[src/rtl/muldiv_sequencer_pkg.sv]
// muldiv_sequencer_pkg
//   Shared definitions for the iterative multiply/divide sequencer:
//   operation codes, FSM state encoding, iteration count and the width
//   of the iteration counter.
package muldiv_sequencer_pkg;

  // Operation select as sampled from the Op input.
  localparam logic OP_MUL = 1'b0;
  localparam logic OP_DIV = 1'b1;

  // Sequencer states.
  typedef enum logic {
    ST_IDLE = 1'b0,
    ST_RUN  = 1'b1
  } seqState_t;

  // One adder/subtractor pass per operand bit.
  localparam int ITER_COUNT = 8;
  localparam int COUNT_W    = 4;

  typedef logic [COUNT_W-1:0] count_t;

  // Counter value during the final iteration.
  localparam count_t LAST_ITER = count_t'(ITER_COUNT - 1);

endpackage

[src/rtl/muldiv_sequencer_addsub.sv]
// EightBit_Adder_Subtractor
//   Combinational 8-bit ripple-carry adder/subtractor.
//   CarryIn=0 : Sum = X + Y,       CarryOut = carry out of bit 7.
//   CarryIn=1 : Sum = X - Y,       CarryOut = 1 when no borrow (X >= Y).
//   Subtraction is X + ~Y + 1, so CarryIn both selects the mode and
//   supplies the +1 of the two's complement.
// Ports:
//   X, Y      8-bit operands
//   CarryIn   0 = add, 1 = subtract
//   Sum       8-bit result
//   CarryOut  carry / not-borrow
module EightBit_Adder_Subtractor (
  input  logic [7:0] X,
  input  logic [7:0] Y,
  input  logic       CarryIn,
  output logic [7:0] Sum,
  output logic       CarryOut
);

  logic [7:0] yEff;
  logic [8:0] carry;

  assign yEff     = Y ^ {8{CarryIn}};
  assign carry[0] = CarryIn;

  genvar gi;
  generate
    for (gi = 0; gi < 8; gi++) begin : gFullAdder
      assign Sum[gi]     = X[gi] ^ yEff[gi] ^ carry[gi];
      assign carry[gi+1] = (X[gi] & yEff[gi]) | (carry[gi] & (X[gi] ^ yEff[gi]));
    end
  endgenerate

  assign CarryOut = carry[8];

endmodule

[src/rtl/muldiv_sequencer.sv]
// muldiv_sequencer
//   Iterative 8x8 unsigned multiplier and 8/8 unsigned restoring divider
//   sharing one EightBit_Adder_Subtractor. A Start pulse while idle latches
//   the operands; eight iterations later Done pulses for one cycle and the
//   16-bit result appears on ResultHi/ResultLo, where it is held until the
//   next operation completes.
// Ports:
//   Clk        rising-edge clock
//   Reset      asynchronous active-high reset
//   Start      operation request, honoured only while Busy=0
//   Op         0 = multiply, 1 = divide (sampled with Start)
//   OpA        multiplicand / dividend   (sampled with Start)
//   OpB        multiplier / divisor      (sampled with Start)
//   Busy       high while iterating
//   Done       one-cycle completion pulse
//   ResultHi   product[15:8] or remainder
//   ResultLo   product[7:0]  or quotient
//   DivByZero  set with Done for a divide by zero
module muldiv_sequencer #(
  parameter int WIDTH = 8
) (
  input  logic             Clk,
  input  logic             Reset,
  input  logic             Start,
  input  logic             Op,
  input  logic [WIDTH-1:0] OpA,
  input  logic [WIDTH-1:0] OpB,
  output logic             Busy,
  output logic             Done,
  output logic [WIDTH-1:0] ResultHi,
  output logic [WIDTH-1:0] ResultLo,
  output logic             DivByZero
);

  import muldiv_sequencer_pkg::*;

  // Working registers.
  //   multiply: hiReg = partial product high, loReg = multiplier being
  //             shifted out / product low, mReg = multiplicand
  //   divide:   hiReg = partial remainder, loReg = dividend being shifted
  //             out / quotient shifted in, mReg = divisor
  seqState_t        state;
  count_t           countReg;
  logic             opReg;
  logic [WIDTH-1:0] hiReg;
  logic [WIDTH-1:0] loReg;
  logic [WIDTH-1:0] mReg;

  // Adder/subtractor connections.
  logic [WIDTH-1:0] adderX;
  logic [WIDTH-1:0] adderSum;
  logic             adderCout;

  // Remainder shifted left by one with the next dividend bit brought in.
  // The bit shifted out of the top is kept as the 9th bit of the minuend.
  logic [WIDTH-1:0] remShift;
  logic             remMsb;

  // Register values after the current iteration.
  logic [WIDTH-1:0] iterHi;
  logic [WIDTH-1:0] iterLo;
  logic             divAccept;

  assign remShift = {hiReg[WIDTH-2:0], loReg[WIDTH-1]};
  assign remMsb   = hiReg[WIDTH-1];

  // The adder only ever sees register outputs; the mode bit comes from
  // the latched operation, so CarryIn=1 selects subtract for divide.
  assign adderX = (opReg == OP_DIV) ? remShift : hiReg;

  EightBit_Adder_Subtractor uAddSub (
    .X        (adderX),
    .Y        (mReg),
    .CarryIn  (opReg),
    .Sum      (adderSum),
    .CarryOut (adderCout)
  );

  // A set msb means the 9-bit minuend is at least 256 and therefore
  // larger than any divisor, so the subtraction is accepted even though
  // the 8-bit subtractor reports a borrow. The 8-bit Sum is still exact
  // because the true difference is below the divisor.
  assign divAccept = remMsb | adderCout;

  always_comb begin
    iterHi = hiReg;
    iterLo = loReg;
    if (opReg == OP_DIV) begin
      iterHi = divAccept ? adderSum : remShift;
      iterLo = {loReg[WIDTH-2:0], divAccept};
    end else begin
      if (loReg[0]) begin
        // {Hi,Lo} <= {CarryOut, Sum, Lo[7:1]}
        iterHi = {adderCout, adderSum[WIDTH-1:1]};
        iterLo = {adderSum[0], loReg[WIDTH-1:1]};
      end else begin
        // {Hi,Lo} <= {0, Hi, Lo[7:1]}
        iterHi = {1'b0, hiReg[WIDTH-1:1]};
        iterLo = {hiReg[0], loReg[WIDTH-1:1]};
      end
    end
  end

  always_ff @(posedge Clk or posedge Reset) begin
    if (Reset) begin
      state     <= ST_IDLE;
      countReg  <= '0;
      opReg     <= OP_MUL;
      hiReg     <= '0;
      loReg     <= '0;
      mReg      <= '0;
      Busy      <= 1'b0;
      Done      <= 1'b0;
      ResultHi  <= '0;
      ResultLo  <= '0;
      DivByZero <= 1'b0;
    end else begin
      Done <= 1'b0;
      case (state)
        ST_IDLE: begin
          if (Start) begin
            opReg    <= Op;
            hiReg    <= '0;
            // Multiply shifts the multiplier (OpB) out of Lo and adds the
            // multiplicand (OpA); divide shifts the dividend (OpA) out of
            // Lo and subtracts the divisor (OpB).
            loReg    <= (Op == OP_DIV) ? OpA : OpB;
            mReg     <= (Op == OP_DIV) ? OpB : OpA;
            countReg <= '0;
            Busy     <= 1'b1;
            state    <= ST_RUN;
          end
        end

        ST_RUN: begin
          hiReg    <= iterHi;
          loReg    <= iterLo;
          countReg <= countReg + count_t'(1);
          if (countReg == LAST_ITER) begin
            state     <= ST_IDLE;
            Busy      <= 1'b0;
            Done      <= 1'b1;
            ResultHi  <= iterHi;
            ResultLo  <= iterLo;
            DivByZero <= (opReg == OP_DIV) && (mReg == '0);
          end
        end

        default: begin
          state <= ST_IDLE;
          Busy  <= 1'b0;
        end
      endcase
    end
  end

endmodule

[config.mk]
export PLATFORM = sky130hd
export DESIGN_NAME = muldiv_sequencer
export DESIGN_NICKNAME = d
export VERILOG_FILES = /design/src/rtl/muldiv_sequencer_pkg.sv /design/src/rtl/muldiv_sequencer_addsub.sv /design/src/rtl/muldiv_sequencer.sv
export SDC_FILE = /design/constraint.sdc
export NUM_CORES = 1
export LEC_CHECK = 0
export BUFFER_PORTS_ARGS = -buffer_cell sky130_fd_sc_hd__buf_2
export CORE_MARGIN = 10
export CORE_UTILIZATION = 55
export DETAILED_ROUTE_END_ITERATION = 10
export PLACE_DENSITY = 0.77
export SYNTH_ARGS = -nofsm -noshare
export SYNTH_HDL_FRONTEND = slang
export SYNTH_SLANG_ARGS = --single-unit
export TNS_END_PERCENT = 100
[constraint.sdc]
create_clock -name Clk -period 11.5 [get_ports Clk]
set_input_delay 1.725 -clock Clk [delete_from_list [all_inputs] [get_ports Clk]]
set_output_delay 1.725 -clock Clk [all_outputs]
set_load 0.02 [all_outputs]
==> flow_metrics.env <==
export IMPL_status="finished clean"
export IMPL_rsz0062_at_grt="false"
export IMPL_fin_hold_ws_ns=0.478
export IMPL_first_global_vias=2081
export IMPL_dp_hpwl_um=4210
export IMPL_layout_common_cells="dfrtp_1, buf_2, nand2_1, mux2i_1, o21ai_0"
export IMPL_drive_above_1_share=0.209
export IMPL_routedWlPerCell_um=15.6
export IMPL_postCtsSetupBuffers=0
export IMPL_design_core_area_um2=4820
export IMPL_synth_cell_type_count=40
export IMPL_postLayoutCoreUtil=0.638
export IMPL_insertion_delay_ns=0.30
export IMPL_place_inst=360
export IMPL_antenna_left=0
export IMPL_max_freq_ghz=0.213
export IMPL_worst_setup_path_type="flip-flop to flip-flop"
export IMPL_drv_slew=0
export IMPL_maxCapViolations=0
export IMPL_htree_num_levels=2
export IMPL_cts_buffers=5
export IMPL_track_usage=0.146
export IMPL_required_ns=11.68
export IMPL_final_common_cell="dfrtp_1"
export IMPL_vias_per_cell=5.53
export IMPL_hold_buffers=0
export IMPL_synth_cells=273
export IMPL_vias=2036
export IMPL_tns_ns=0
export IMPL_crit_arrival_ns=4.88
export IMPL_power_mw=1.12
export IMPL_start_kind="flip-flop"
export IMPL_clk_pin_slew_worst_paths_ns=0.09
export IMPL_syn_nets=301
export IMPL_start_util=0.576
export IMPL_fin_area_um2=3070
export IMPL_dr_pass1_iters=5
export IMPL_clockBufferDepth=2
export IMPL_grt_overflow_total=0
export IMPL_drc=0
export IMPL_synth_seq_area_share=0.442
export IMPL_cp_cell_sequence="buf_4 > mux2_2 > fa_1 > fa_1 > fa_1 > fa_1 > fa_1 > inv_1 > fa_1 > fa_1 > nand2b_1 > mux2i_1 > a21oi_1 > mux2_2"
export IMPL_path_buf_inv=2
export IMPL_die_w_um=91.1
export IMPL_antenna_found_initial=0
export IMPL_powerDensity_nw_per_um2=363
export IMPL_port_buffers=38
export IMPL_period_needed_ns=4.70
export IMPL_power_leakage_nw=1.43
export IMPL_cts_root_buf="clkbuf_8"
export IMPL_drtIter0Drc=145
export IMPL_critPathMaxFanout=38
export IMPL_area_delta_synth_final_pct=10.6
export IMPL_synthFlopType="dfrtp_1"
export IMPL_post_cts_resized=0
export IMPL_slowest_delay_ns=0.43
export IMPL_finalNonFillerCells=368
export IMPL_wl_um=5750
export IMPL_syn_area_per_cell_um2=10.2
export IMPL_synth_enable_flop_cells=0
export IMPL_synth_warnings=0
export IMPL_ir_worst_vdd_v=0.000149
export IMPL_synth_area_top_cells="dfrtp_1, mux2i_1, fa_1, nand2_1, o21ai_0"
export IMPL_synth_top_cell_by_area="dfrtp_1"
export IMPL_layout_nets=328
export IMPL_crit_family="adder cells"
export IMPL_die_area_um2=8290
export IMPL_setup_violations=0
export IMPL_grt_max_degree=50
export IMPL_slew_headroom=0.328
export IMPL_hold_path_class="flip-flop to flip-flop"
export IMPL_synth_top_area_frac=0.442
export IMPL_hold_viol_final=0
export IMPL_cts_tree="yes"
export IMPL_clock_skew_final_ns=0.00875
export IMPL_crit_top_cell="fa_1"
export IMPL_gp_congestion=0.810
export IMPL_num_rows=25
export IMPL_cts_sinks=49
export IMPL_finalCritPeriodShare=0.409
export IMPL_io_pins=39
export IMPL_cp_slowest_cell="fa_1"
export IMPL_dp_slack_ns=6.85
export IMPL_fin_ws_ns=6.80
export IMPL_cp_end_kind="flip-flop"
export IMPL_synth_seq_cells=49
export IMPL_synth_area_um2=2780
export IMPL_grt_pass1_wl_um=10300
export IMPL_tightest_slew_ns=1.01
export IMPL_die_h_um=91.1
export IMPL_antennaDiodeCount=0
export IMPL_place_area_um2=2960
export IMPL_async_flop_share=1.00
[area by class of cell]
cell class                      instances  area (um2)
Inverter                                6        22.5
Multi-Input combinational cell        199        1430
Tap cell                               67        83.8
Clock inverter                          1        30.0
Fill cell                             405        1750
Sequential cell                        49        1230
Timing Repair Buffer                   39         198
Clock buffer                            7        86.3
[sequential cells by signal (all words and copies together) (netlist names)]
name and cells:
ResultHi 8, ResultLo 8, hiReg 8, loReg 8, mReg 8, countReg 4
Busy 1, DivByZero 1, Done 1, opReg 1, state 1
[worst min-delay path, stage by stage (launching register included)]
cell and delay, ns:
dfrtp_1 0.35, nand2_1 0.04, o21ai_0 0.06
[cells in the mapped netlist (2+ instances only)]
cell and instances:
inv_1 5, a211oi_1 6, buf_4 4, buf_2 7, nand2_1 33, nor2_1 19
a21o_1 4, xnor2_1 4, a21oi_1 22, o22ai_1 4, nand3_1 2, dfrtp_1 49
xor2_1 6, mux2i_1 29, clkbuf_1 7, mux2_2 10, nor3b_1 6, fa_1 7
nor2b_1 5, o21ai_0 24
[report_power, final]
part / leakage [nW] / switching (mW) / internal [mW]
clock: 0.0585 / 0.0541 / 0.0709
combinational: 0.774 / 0.347 / 0.298
sequential: 0.596 / 0.0875 / 0.259
[cells by family (layout without fill, tap and decap cells)]
family	Yosys count	count (layout)	synth area share
AO/OA/AOI/OAI	68	68	0.145
XOR/XNOR	10	10	0.0315
AND/OR/NAND/NOR	72	72	0.123
multiplexers	41	41	0.159
adder cells (fa/ha/maj)	8	8	0.0550
flip-flops	49	49	0.442
buffers and inverters	25	53	0.0451
[worst paths after layout]
check                           slack (ns)  depth (start not counted)                 endpoint             startpoint
worst max-delay path                  6.80                         14  ResultHi[3]$_DFFE_PP0P_      opReg$_DFFE_PP0P_
worst min-delay path                  0.48                          2    DivByZero$_DFFE_PP0P_  DivByZero$_DFFE_PP0P_
worst max register to register        6.80                         14  ResultHi[3]$_DFFE_PP0P_      opReg$_DFFE_PP0P_
worst min register to register        0.48                          2    DivByZero$_DFFE_PP0P_  DivByZero$_DFFE_PP0P_
max in group asynchronous             9.21                          2      mReg[7]$_DFFE_PP0P_                  Reset
min in group asynchronous             1.64                          2  ResultLo[0]$_DFFE_PP0P_                  Reset
[routing by layer]
| layer | vias to the layer above | GRT usage | wire, um |
|---|---|---|---|
| met5 | - | 0 | 0 |
| met3 | 4 | 0.0288 | 209 |
| met1 | 980 | 0.202 | 2700 |
| met2 | 44 | 0.229 | 2800 |
| met4 | 0 | 0.0366 | 32 |
| li1 | 1008 | - | - |
(Power assumes the default switching activity.)
